==> src/rtl/jack_fade_pkg.sv <==
// jack_fade_pkg
//   Shared types and constants for the jack_fade click suppressor.
//   - state_t      : sequencer states (IDLE -> CALC x4 -> COMMIT -> IDLE)
//   - DEF_*        : default parameter values
//   - gain_unity() : unity gain value for a given number of fraction bits
package jack_fade_pkg;

  localparam int DEF_W         = 16;
  localparam int DEF_GAIN_BITS = 8;
  localparam int DEF_STEP      = 1;

  typedef enum logic [1:0] {
    IDLE   = 2'd0,
    CALC   = 2'd1,
    COMMIT = 2'd2
  } state_t;

  function automatic int gain_unity(input int gain_bits);
    return 1 << gain_bits;
  endfunction

endpackage

==> src/rtl/jack_fade_mul.sv <==
// fade_mul
//   Combinational per-channel datapath, shared across channels by the top.
//   Steps the gain one STEP toward unity (jack inserted) or zero (jack absent),
//   then scales the sample by the stepped gain with an arithmetic shift.
// Ports:
//   gain   in  GAIN_BITS+1 : current unsigned gain, 0..UNITY
//   jk     in  1           : latched jack-detect bit for this channel
//   sample in  W           : signed input sample
//   g_next out GAIN_BITS+1 : stepped gain, clamped to 0..UNITY
//   result out W           : (sample * g_next) >>> GAIN_BITS, floors toward -inf
module fade_mul
  import jack_fade_pkg::*;
#(
  parameter int W         = DEF_W,
  parameter int GAIN_BITS = DEF_GAIN_BITS,
  parameter int STEP      = DEF_STEP
) (
  input  logic [GAIN_BITS:0]    gain,
  input  logic                  jk,
  input  logic signed [W-1:0]   sample,
  output logic [GAIN_BITS:0]    g_next,
  output logic signed [W-1:0]   result
);

  localparam int PW = W + GAIN_BITS + 2;
  // One bit wider than the gain so gain + STEP cannot wrap before the clamp.
  localparam logic [GAIN_BITS+1:0] UNITY_X = (GAIN_BITS+2)'(gain_unity(GAIN_BITS));
  localparam logic [GAIN_BITS+1:0] STEP_X  = (GAIN_BITS+2)'(STEP);
  localparam logic [GAIN_BITS:0]   STEP_N  = (GAIN_BITS+1)'(STEP);

  logic [GAIN_BITS+1:0] g_sum;
  logic [GAIN_BITS:0]   g_dif;
  logic signed [PW-1:0] sample_ext;
  logic signed [PW-1:0] gain_ext;
  logic signed [PW-1:0] prod;

  always_comb begin
    g_sum = {1'b0, gain} + STEP_X;
    g_dif = gain - STEP_N;
    if (jk) begin
      g_next = (g_sum > UNITY_X) ? UNITY_X[GAIN_BITS:0] : g_sum[GAIN_BITS:0];
    end else begin
      g_next = (gain >= STEP_N) ? g_dif : '0;
    end
  end

  // Gain is zero-extended so it is always a non-negative signed operand;
  // |result| <= |sample|, so truncating back to W bits never overflows.
  always_comb begin
    sample_ext = {{(PW-W){sample[W-1]}}, sample};
    gain_ext   = {{(PW-GAIN_BITS-1){1'b0}}, g_next};
    prod       = sample_ext * gain_ext;
    result     = W'(prod >>> GAIN_BITS);
  end

endmodule

==> src/rtl/jack_fade.sv <==
// jack_fade
//   Input-side click suppressor. Per channel, ramps a gain toward unity while
//   the jack is inserted and toward zero while absent. One fade_mul is shared
//   across the 4 channels (one channel per CALC cycle); all 4 results are
//   presented together in COMMIT. Latency from the sample_clk rise is 6 clk.
// Ports:
//   clk            in  1 : system clock
//   rst_n          in  1 : synchronous active-low reset
//   sample_clk     in  1 : sample strobe level; each rising edge = new sample
//   sample_in0..3  in  W : signed calibrated input samples
//   jack           in  8 : bit i = jack i inserted (bits 7:4 ignored)
//   sample_out0..3 out W : signed faded samples, updated only in COMMIT
//
// Handshake: there is none. A rise is accepted only in IDLE; a rise seen in
// CALC or COMMIT is dropped without queueing and without touching the gains.
module jack_fade
  import jack_fade_pkg::*;
#(
  parameter int W         = DEF_W,
  parameter int GAIN_BITS = DEF_GAIN_BITS,
  parameter int STEP      = DEF_STEP
) (
  input  logic                clk,
  input  logic                rst_n,
  input  logic                sample_clk,
  input  logic signed [W-1:0] sample_in0,
  input  logic signed [W-1:0] sample_in1,
  input  logic signed [W-1:0] sample_in2,
  input  logic signed [W-1:0] sample_in3,
  input  logic [7:0]          jack,
  output logic signed [W-1:0] sample_out0,
  output logic signed [W-1:0] sample_out1,
  output logic signed [W-1:0] sample_out2,
  output logic signed [W-1:0] sample_out3
);

  state_t state;
  state_t next_state;

  logic                sc_q;
  logic                rise;
  logic [1:0]          ch;
  logic signed [W-1:0] in_lat [4];
  logic [3:0]          jk_lat;
  logic [GAIN_BITS:0]  gain   [4];
  logic signed [W-1:0] shadow [4];

  logic                latch_en;
  logic                calc_en;
  logic                commit_en;

  logic [GAIN_BITS:0]  g_next;
  logic signed [W-1:0] mul_result;

  // Upper jack bits belong to outputs and are deliberately ignored here.
  logic                jack_hi_unused;
  assign jack_hi_unused = ^jack[7:4];

  assign rise = sample_clk & ~sc_q;

  // State register.
  always_ff @(posedge clk) begin
    if (!rst_n) begin
      state <= IDLE;
    end else begin
      state <= next_state;
    end
  end

  // Next-state and datapath strobes.
  always_comb begin
    next_state = state;
    latch_en   = 1'b0;
    calc_en    = 1'b0;
    commit_en  = 1'b0;
    case (state)
      IDLE: begin
        if (rise) begin
          latch_en   = 1'b1;
          next_state = CALC;
        end
      end
      CALC: begin
        calc_en = 1'b1;
        if (ch == 2'd3) next_state = COMMIT;
      end
      COMMIT: begin
        commit_en  = 1'b1;
        next_state = IDLE;
      end
      default: next_state = IDLE;
    endcase
  end

  fade_mul #(
    .W         (W),
    .GAIN_BITS (GAIN_BITS),
    .STEP      (STEP)
  ) u_mul (
    .gain   (gain[ch]),
    .jk     (jk_lat[ch]),
    .sample (in_lat[ch]),
    .g_next (g_next),
    .result (mul_result)
  );

  always_ff @(posedge clk) begin
    if (!rst_n) begin
      // sc_q resets high so a strobe held high across reset release is not a rise.
      sc_q        <= 1'b1;
      ch          <= 2'd0;
      jk_lat      <= 4'd0;
      sample_out0 <= '0;
      sample_out1 <= '0;
      sample_out2 <= '0;
      sample_out3 <= '0;
      for (int i = 0; i < 4; i++) begin
        in_lat[i] <= '0;
        gain[i]   <= '0;
        shadow[i] <= '0;
      end
    end else begin
      sc_q <= sample_clk;
      if (latch_en) begin
        in_lat[0] <= sample_in0;
        in_lat[1] <= sample_in1;
        in_lat[2] <= sample_in2;
        in_lat[3] <= sample_in3;
        jk_lat    <= jack[3:0];
        ch        <= 2'd0;
      end
      if (calc_en) begin
        gain[ch]   <= g_next;
        shadow[ch] <= mul_result;
        ch         <= ch + 2'd1;
      end
      if (commit_en) begin
        sample_out0 <= shadow[0];
        sample_out1 <= shadow[1];
        sample_out2 <= shadow[2];
        sample_out3 <= shadow[3];
      end
    end
  end

endmodule

==> config.mk <==
export PLATFORM = sky130hd
export DESIGN_NAME = jack_fade
export DESIGN_NICKNAME = d
export VERILOG_FILES = /design/src/rtl/jack_fade_pkg.sv /design/src/rtl/jack_fade_mul.sv /design/src/rtl/jack_fade.sv
export SDC_FILE = /design/constraint.sdc
export NUM_CORES = 1
export LEC_CHECK = 0
export BUFFER_PORTS_ARGS = -buffer_cell sky130_fd_sc_hd__buf_2
export CORE_ASPECT_RATIO = 1.4
export CORE_MARGIN = 2
export CORE_UTILIZATION = 45
export DETAILED_ROUTE_END_ITERATION = 12
export GPL_TIMING_DRIVEN = 1
export PLACE_DENSITY = 0.67
export SYNTH_ARGS = -nofsm -noshare
export SYNTH_HDL_FRONTEND = slang
export SYNTH_SLANG_ARGS = --single-unit
==> constraint.sdc <==
create_clock -name clk -period 7.4 [get_ports clk]
set_input_delay 1.11 -clock clk [delete_from_list [all_inputs] [get_ports clk]]
set_output_delay 1.11 -clock clk [all_outputs]
set_load 0.005 [all_outputs]
==> metrics.txt, run 1 <==
DRC errors left=0; # hold bufs at CTS=0; sequential share of the synthesized area=0.422; first-pass GRT wire length=~61 mm; number of global-route vias before repair=between 10,000 and 15,000; Antenna Violating Nets Remaining=0; largest cells by area after synthesis=edfxtp_1 (32%), fa_1 (15%), dfxtp_1 (9.9%); Initial Util=0.457; flops & latches, synth=about 240; Post-Place Cell Area=around 0.018 mm^2; Synth cell types=70; number of H-tree levels=1; WL per Instance=about 17 um; Req. time, crit path=a little under 8 ns; Commonest cells post-synth=nand2_1 (237), edfxtp_1 (164), nor2_1 (142), inv_1 (139), fa_1 (114); clock-pin slew of the registers on the worst-case setup and hold paths=~0.060 ns; FFs w/ async S/R, synth=0; Non-Filler Instances=between 2,000 and 2,500; syn avg cell area=10.4 um^2; # rows=a little under 80; # Max-Cap Violations=0; Crit Reg-Reg Endpoint=shadow[1][15]$_SDFFCE_PN0P_; CP endpoint kind=flop; Syn Nets=1,709; CP most frequent cell=fa_1; TritonCTS clock tree=yes; Synth area leader=edfxtp_1; top-area cell type share of the netlist area=0.324; Final #Nets=between 1,500 and 2,000; Die X=about 160 um; Die Ht=about 220 um; Crit path arrival time=just under 8 ns; RSZ-0062 raised after global routing=true; Final min period=between 7 and 8 ns; Placer Congestion=around 0.92; initial antenna violation count=0; final instance area=a little under 0.02 mm^2; Hold Path Sink=sample_out1[9]$_SDFFE_PN0N_; Ant. Diodes=0; Worst-Margin Slew=1.22 ns; routed wire length=about 38 mm; most frequent cell after synthesis=nand2_1; hold_sp=sample_out1[9]$_SDFFE_PN0N_; Peak VDD IR=between 300 and 400 uV; CTS buffer count=24; Slew HR=0.185; Vias per Instance=5.17; DP HPWL=between 20 and 30 mm; # port buffers=~130; Pleak=around 8.6 nW; Syn. warnings=0; Worst path top cell family by delay=adder cells; violated checks=setup timing; hold path depth=2; Worst Path Buf+Inv=7; largest net degree at the start of global routing=96; Setup crit start kind=flop; clk sinks=239; Post-Syn Instances=about 1,500; core area=0.0333 mm^2; max incr delay on CP=~0.55 ns; power per cell area=411 mW/mm^2; DR vias=roughly 11,000; f_max=approximately 130 MHz; critical path's slowest cell=fa_1; global route overflow=0; Tcrit/Tclk final=1.01; Hold Crit Class=reg -> reg; Hold Fails Final Rpt=0; run status=finished with violations; Synth-to-Final Area Change=26.7%; Reg2Reg Setup Slack=-0.11 ns; Max Fanout on Critical Path=7; Final Max Slew Viols=0; Reg2Reg Depth=28; Clock Path Buffers=3; fillers=2,821; I/O pins=139; Total Die Area=0.0353 mm^2; Root Buffer=clkbuf_16; Post-synth EDFFs=~160; drt first pass iters=5; ys flop type=edfxtp_1; Tot GR Track Use=0.214; initial DRC count=approximately 700; Final Setup Violations=8; latest clock arrival within the worst-skew pair=0.55 ns; Placed Cells=2,129; share of cells above drive strength 1=0.317; Setup CP Type=reg -> reg; final worst slack=-0.109 ns; Netlist Area Pre-Place=~0.015 mm^2; Worst Skew=around 0.017 ns
==> per-layer routing <==
layer  up-vias  global-route usage  share of wire
met3        58              0.0230          0.037
met1      5640               0.249           0.39
met5         -                   0              0
li1       5446                   -              -
met4         0              0.0924          0.034
met2       277               0.396           0.54
==> metrics by stage <==
step	setup TNS (ns)	hold slack [ns]	power (W)	worst slack (ns)	util
after floorplan	0	0.440	0.00413	0.00535	-
after global placement	-6.49	0.448	0.00588	-0.389	0.526
after detailed placement	-8.73	0.453	0.00593	-0.474	0.526
after CTS	-1.33	0.462	0.00729	-0.153	0.558
after global routing	-4.99	0.480	0.00846	-0.312	0.579
final	-0.545	0.458	0.00793	-0.109	0.579
==> cell usage in the layout, fill, tap and decap left out, types with 17 or more instances in the layout <==
master	instances
nand2_1	223
buf_4	180
edfxtp_1	164
buf_2	133
nor2_1	127
inv_1	122
fa_1	104
dfxtp_1	73
and3_1	70
a21boi_0	69
ha_1	40
clkbuf_16	25
buf_6	24
mux2i_1	23
nor2b_1	22
nand2b_1	18
inv_2	18
a21o_1	18
mux4_2	17
==> worst max-delay path by stage <==
stage                                   to  depth (start not counted)
3_5_place_dp   shadow[0][15]$_SDFFCE_PN0P_                         27
5_1_grt        shadow[2][15]$_SDFFCE_PN0P_                         29
4_1_cts        shadow[2][15]$_SDFFCE_PN0P_                         28
3_3_place_gp   shadow[0][15]$_SDFFCE_PN0P_                         28
6_report       shadow[1][15]$_SDFFCE_PN0P_                         28
2_1_floorplan  shadow[1][15]$_SDFFCE_PN0P_                         33
==> sequential cells by signal, indices dropped and copies added (netlist names), named ones only <==
name,flops
ch,2
gain,36
in_lat,64
jk_lat,4
sample_out0,16
sample_out1,16
sample_out2,16
sample_out3,16
sc_q,1
shadow,64
state,2
==> power by group <==
| part | internal (W) | switching, W | total, W |
|---|---|---|---|
| sequential | 0.00150 | 0.0000194 | 0.00152 |
| clock | 0.000698 | 0.000514 | 0.00121 |
| combinational | 0.00242 | 0.00277 | 0.00520 |
| total | 0.00463 | 0.00331 | 0.00793 |
==> worst register-to-register path: cells and delay by family, from the launching register on <==
family	cells	cell delay, ns
AOI/OAI and AO/OA	6	1.30
xor gates and xnor gates	1	0.33
adders and majority gates	6	2.79
buffers and inverters	7	0.67
DFF	1	0.39
muxes	1	0.54
and+or+nand+nor	7	1.35
==> cell families (layout without fill, tap and decap cells) <==
logic type,after synthesis,count (layout),synth area share
buffers and inverters,223,523,0.0568
AND/OR/NAND/NOR,590,590,0.180
XOR/XNOR,22,22,0.0141
adder cells (fa/ha/maj),168,168,0.194
flip-flops,239,239,0.422
multiplexers,52,52,0.0489
AO/OA/AOI/OAI,172,172,0.0831
==> area by class of cell <==
type	count	area [um^2]	share of cell area
Clock buffer	41	757	0.0393
Clock inverter	3	40.0	0.00208
Inverter	140	526	0.0273
Multi-Input combinational cell	1004	8650	0.449
Sequential cell	239	6430	0.334
Tap cell	445	557	0.0289
Timing Repair Buffer	339	2320	0.120
==> repair_timing <==
action / in CTS / in global routing
setup endpoints to repair: 37 / 64
buffers inserted: 16 / 23
resized for setup: 44 / 125
pin swaps: 44 / 90
Note: power is estimated with default switching activity, not from simulation.
==> run 2, diff against run 1 <==
==> constraint.sdc (replaced) <==
create_clock -name clk -period 6.7 [get_ports clk]
set_input_delay 1.005 -clock clk [delete_from_list [all_inputs] [get_ports clk]]
set_output_delay 1.005 -clock clk [all_outputs]
set_load 0.005 [all_outputs]
==> run 2 against run 1 <==
Compared with the run above:
- the flow still finishes with violations (setup timing)
- global-route usage grew 0.74 points
- first-iteration DRC count shrank 1.8%
- sequential share of layout area shrank 0.66 points
- highest routed layer unchanged
- sequential power grew 11%
- sequential cell count is the same
- die area is the same
- critical path depth is the same
==> metrics.txt, run 2 (same netlist as run 1, synthesis figures left out) <==
run status=finished with violations; violated checks=setup timing; hold_ws=0.459 ns; RSZ-0062 raised after global routing=true; Total Die Area=roughly 0.035 mm^2; CTS buffer count=24; Peak VDD IR=about 550 uV; power per cell area=between 400 and 500 mW/mm^2; Worst-Margin Slew=~1.3 ns; largest registers=in_lat (64), shadow (64), gain (36); Placed Cells=2,144; Max Fanout on Critical Path=7; clock-pin slew of the registers on the worst-case setup and hold paths=approximately 0.06 ns; CP endpoint kind=flop; critical path's slowest cell=fa_1; DP HPWL=29.4 mm; Setup CP Type=reg -> reg; Req. time, crit path=just over 7 ns; commonest non-fill, non-tap cells in the layout=nand2_1 (222), buf_4 (173), edfxtp_1 (164); latest clock arrival within the worst-skew pair=about 0.55 ns; post-layout util=0.590; Final min period=about 7.5 ns; core area=0.0333 mm^2; DR vias=between 10,000 and 15,000; Clock Path Buffers=3; Hold Crit Class=reg -> reg; clk sinks=239; Pleak=just under 9 nW; Hold Path Sink=sample_out3[14]$_SDFFE_PN0N_; fillers=roughly 2,800; TritonCTS clock tree=yes; Antenna Violating Nets Remaining=0; Hold Fails Final Rpt=0; hold path depth=2; number of global-route vias before repair=about 12,000; Tcrit/Tclk final=1.11; Crit Reg-Reg Endpoint=shadow[2][15]$_SDFFCE_PN0P_; most common library cell in the layout ignoring fill and taps=nand2_1; Reg2Reg Setup Slack=-0.75 ns; DRC errors left=0; # hold bufs at CTS=0; I/O pins=139; hold_sp=sample_out3[14]$_SDFFE_PN0N_; Non-Filler Instances=2,216; Final #Nets=about 2,000; first-pass GRT wire length=about 62 mm; Initial Util=0.457; routed wire length=39.4 mm; Die Ht=222 um; Placer Congestion=about 0.92; # Max-Cap Violations=0; drt first pass iters=5; Root Buffer=clkbuf_16; Die X=~160 um; Ant. Diodes=0; Slew HR=0.166; Worst Skew=0.0215 ns; Tot GR Track Use=0.221; share of cells above drive strength 1=0.334; Synth-to-Final Area Change=29.2%; global route overflow=0; initial antenna violation count=0; Crit path arrival time=about 7.9 ns; Final Setup Violations=64; area occupied by multi-input gates=0.00892 mm^2; Sequential Area=about 0.0064 mm^2; final worst slack=-0.752 ns; Setup crit start kind=flop; CP most frequent cell=fa_1; number of H-tree levels=1; Final Max Slew Viols=0; f_max=about 130 MHz; # port buffers=134; # rows=between 70 and 80; initial DRC count=669; WL per Instance=~18 um; Reg2Reg Depth=28; Vias per Instance=roughly 5.3; max incr delay on CP=0.55 ns; largest net degree at the start of global routing=116
[run 2: changes by cell type in the layout (fill, tap and decap cells not counted), moves of 5 or more]
| cell | before | now |
|---|---|---|
| buf_4 | 180 | 173 |
| buf_6 | 24 | 33 |
| ha_4 | 13 | 18 |
| nor2_1 | 127 | 117 |
| nor2_2 | 11 | 16 |
| nor2_4 | 4 | 9 |
[run 2: final cells by class]
| type | instances | share of cell area |
|---|---|---|
| clock buffer | 34 | 0.0355 |
| clock inverter | 10 | 0.00522 |
| inverter | 140 | 0.0267 |
| multi-input combinational | 1004 | 0.454 |
| sequential | 239 | 0.327 |
| tap | 445 | 0.0283 |
| timing repair buffer | 344 | 0.124 |
[run 2: timing repair]
| action | CTS | global route |
|---|---|---|
| setup buffers | 26 | 12 |
| hold endpoints to repair | 0 | 0 |
| gates resized for setup | 123 | 80 |
| setup endpoints to repair | 64 | 64 |
| pin swaps | 97 | 69 |
[run 2: routing by layer]
layer | global-route usage | up-vias | routed length (um)
met4 | 0.112 | 0 | 2140
met5 | 0 | - | 0
met2 | 0.414 | 311 | 20900
li1 | - | 5454 | -
met3 | 0.0210 | 107 | 1500
met1 | 0.250 | 5769 | 14900
[run 2: power by group]
group / internal, W / switching, W / total, W / leakage (nW)
logic: 0.00303 / 0.00344 / 0.00647 / 5.99
registers: 0.00166 / 0.0000218 / 0.00168 / 2.31
clock network: 0.000770 / 0.000566 / 0.00134 / 0.390
[run 2: stage by stage]
| stage | instance area, um^2 | worst slack, ns | power [W] | TNS, ns |
|---|---|---|---|---|
| after CTS | 19300 | -0.818 | 0.00897 | -28.87 |
| final | 19700 | -0.752 | 0.00949 | -23.19 |
| after floorplan | 15500 | -0.657 | 0.00468 | -11.71 |
| after detailed placement | 17700 | -1.04 | 0.00672 | -42.71 |
| after global routing | 19700 | -1.02 | 0.0101 | -38.40 |
| after global placement | 17700 | -0.896 | 0.00664 | -37.30 |
[run 2: worst max path at each step]
stage / startpoint / endpoint / slack [ns] / depth (start not counted)
6_report: flop / shadow[2][15]$_SDFFCE_PN0P_ / -0.75 / 28
5_1_grt: flop / shadow[0][15]$_SDFFCE_PN0P_ / -1.02 / 29
4_1_cts: flop / shadow[2][15]$_SDFFCE_PN0P_ / -0.82 / 29
3_5_place_dp: flop / shadow[0][15]$_SDFFCE_PN0P_ / -1.04 / 31
3_3_place_gp: flop / shadow[0][15]$_SDFFCE_PN0P_ / -0.90 / 29
2_1_floorplan: flop / shadow[2][15]$_SDFFCE_PN0P_ / -0.66 / 31
[run 2: critical path: cells and delay by family, from the launching register on]
family                     cells  cell delay (ns)
adders and majority gates      6             2.73
and+or+nand+nor                8             1.57
AOI/OAI and AO/OA              7             1.34
muxes                          1             0.52
buffers and inverters          5             0.41
DFF                            1             0.38
xor gates and xnor gates       1             0.31
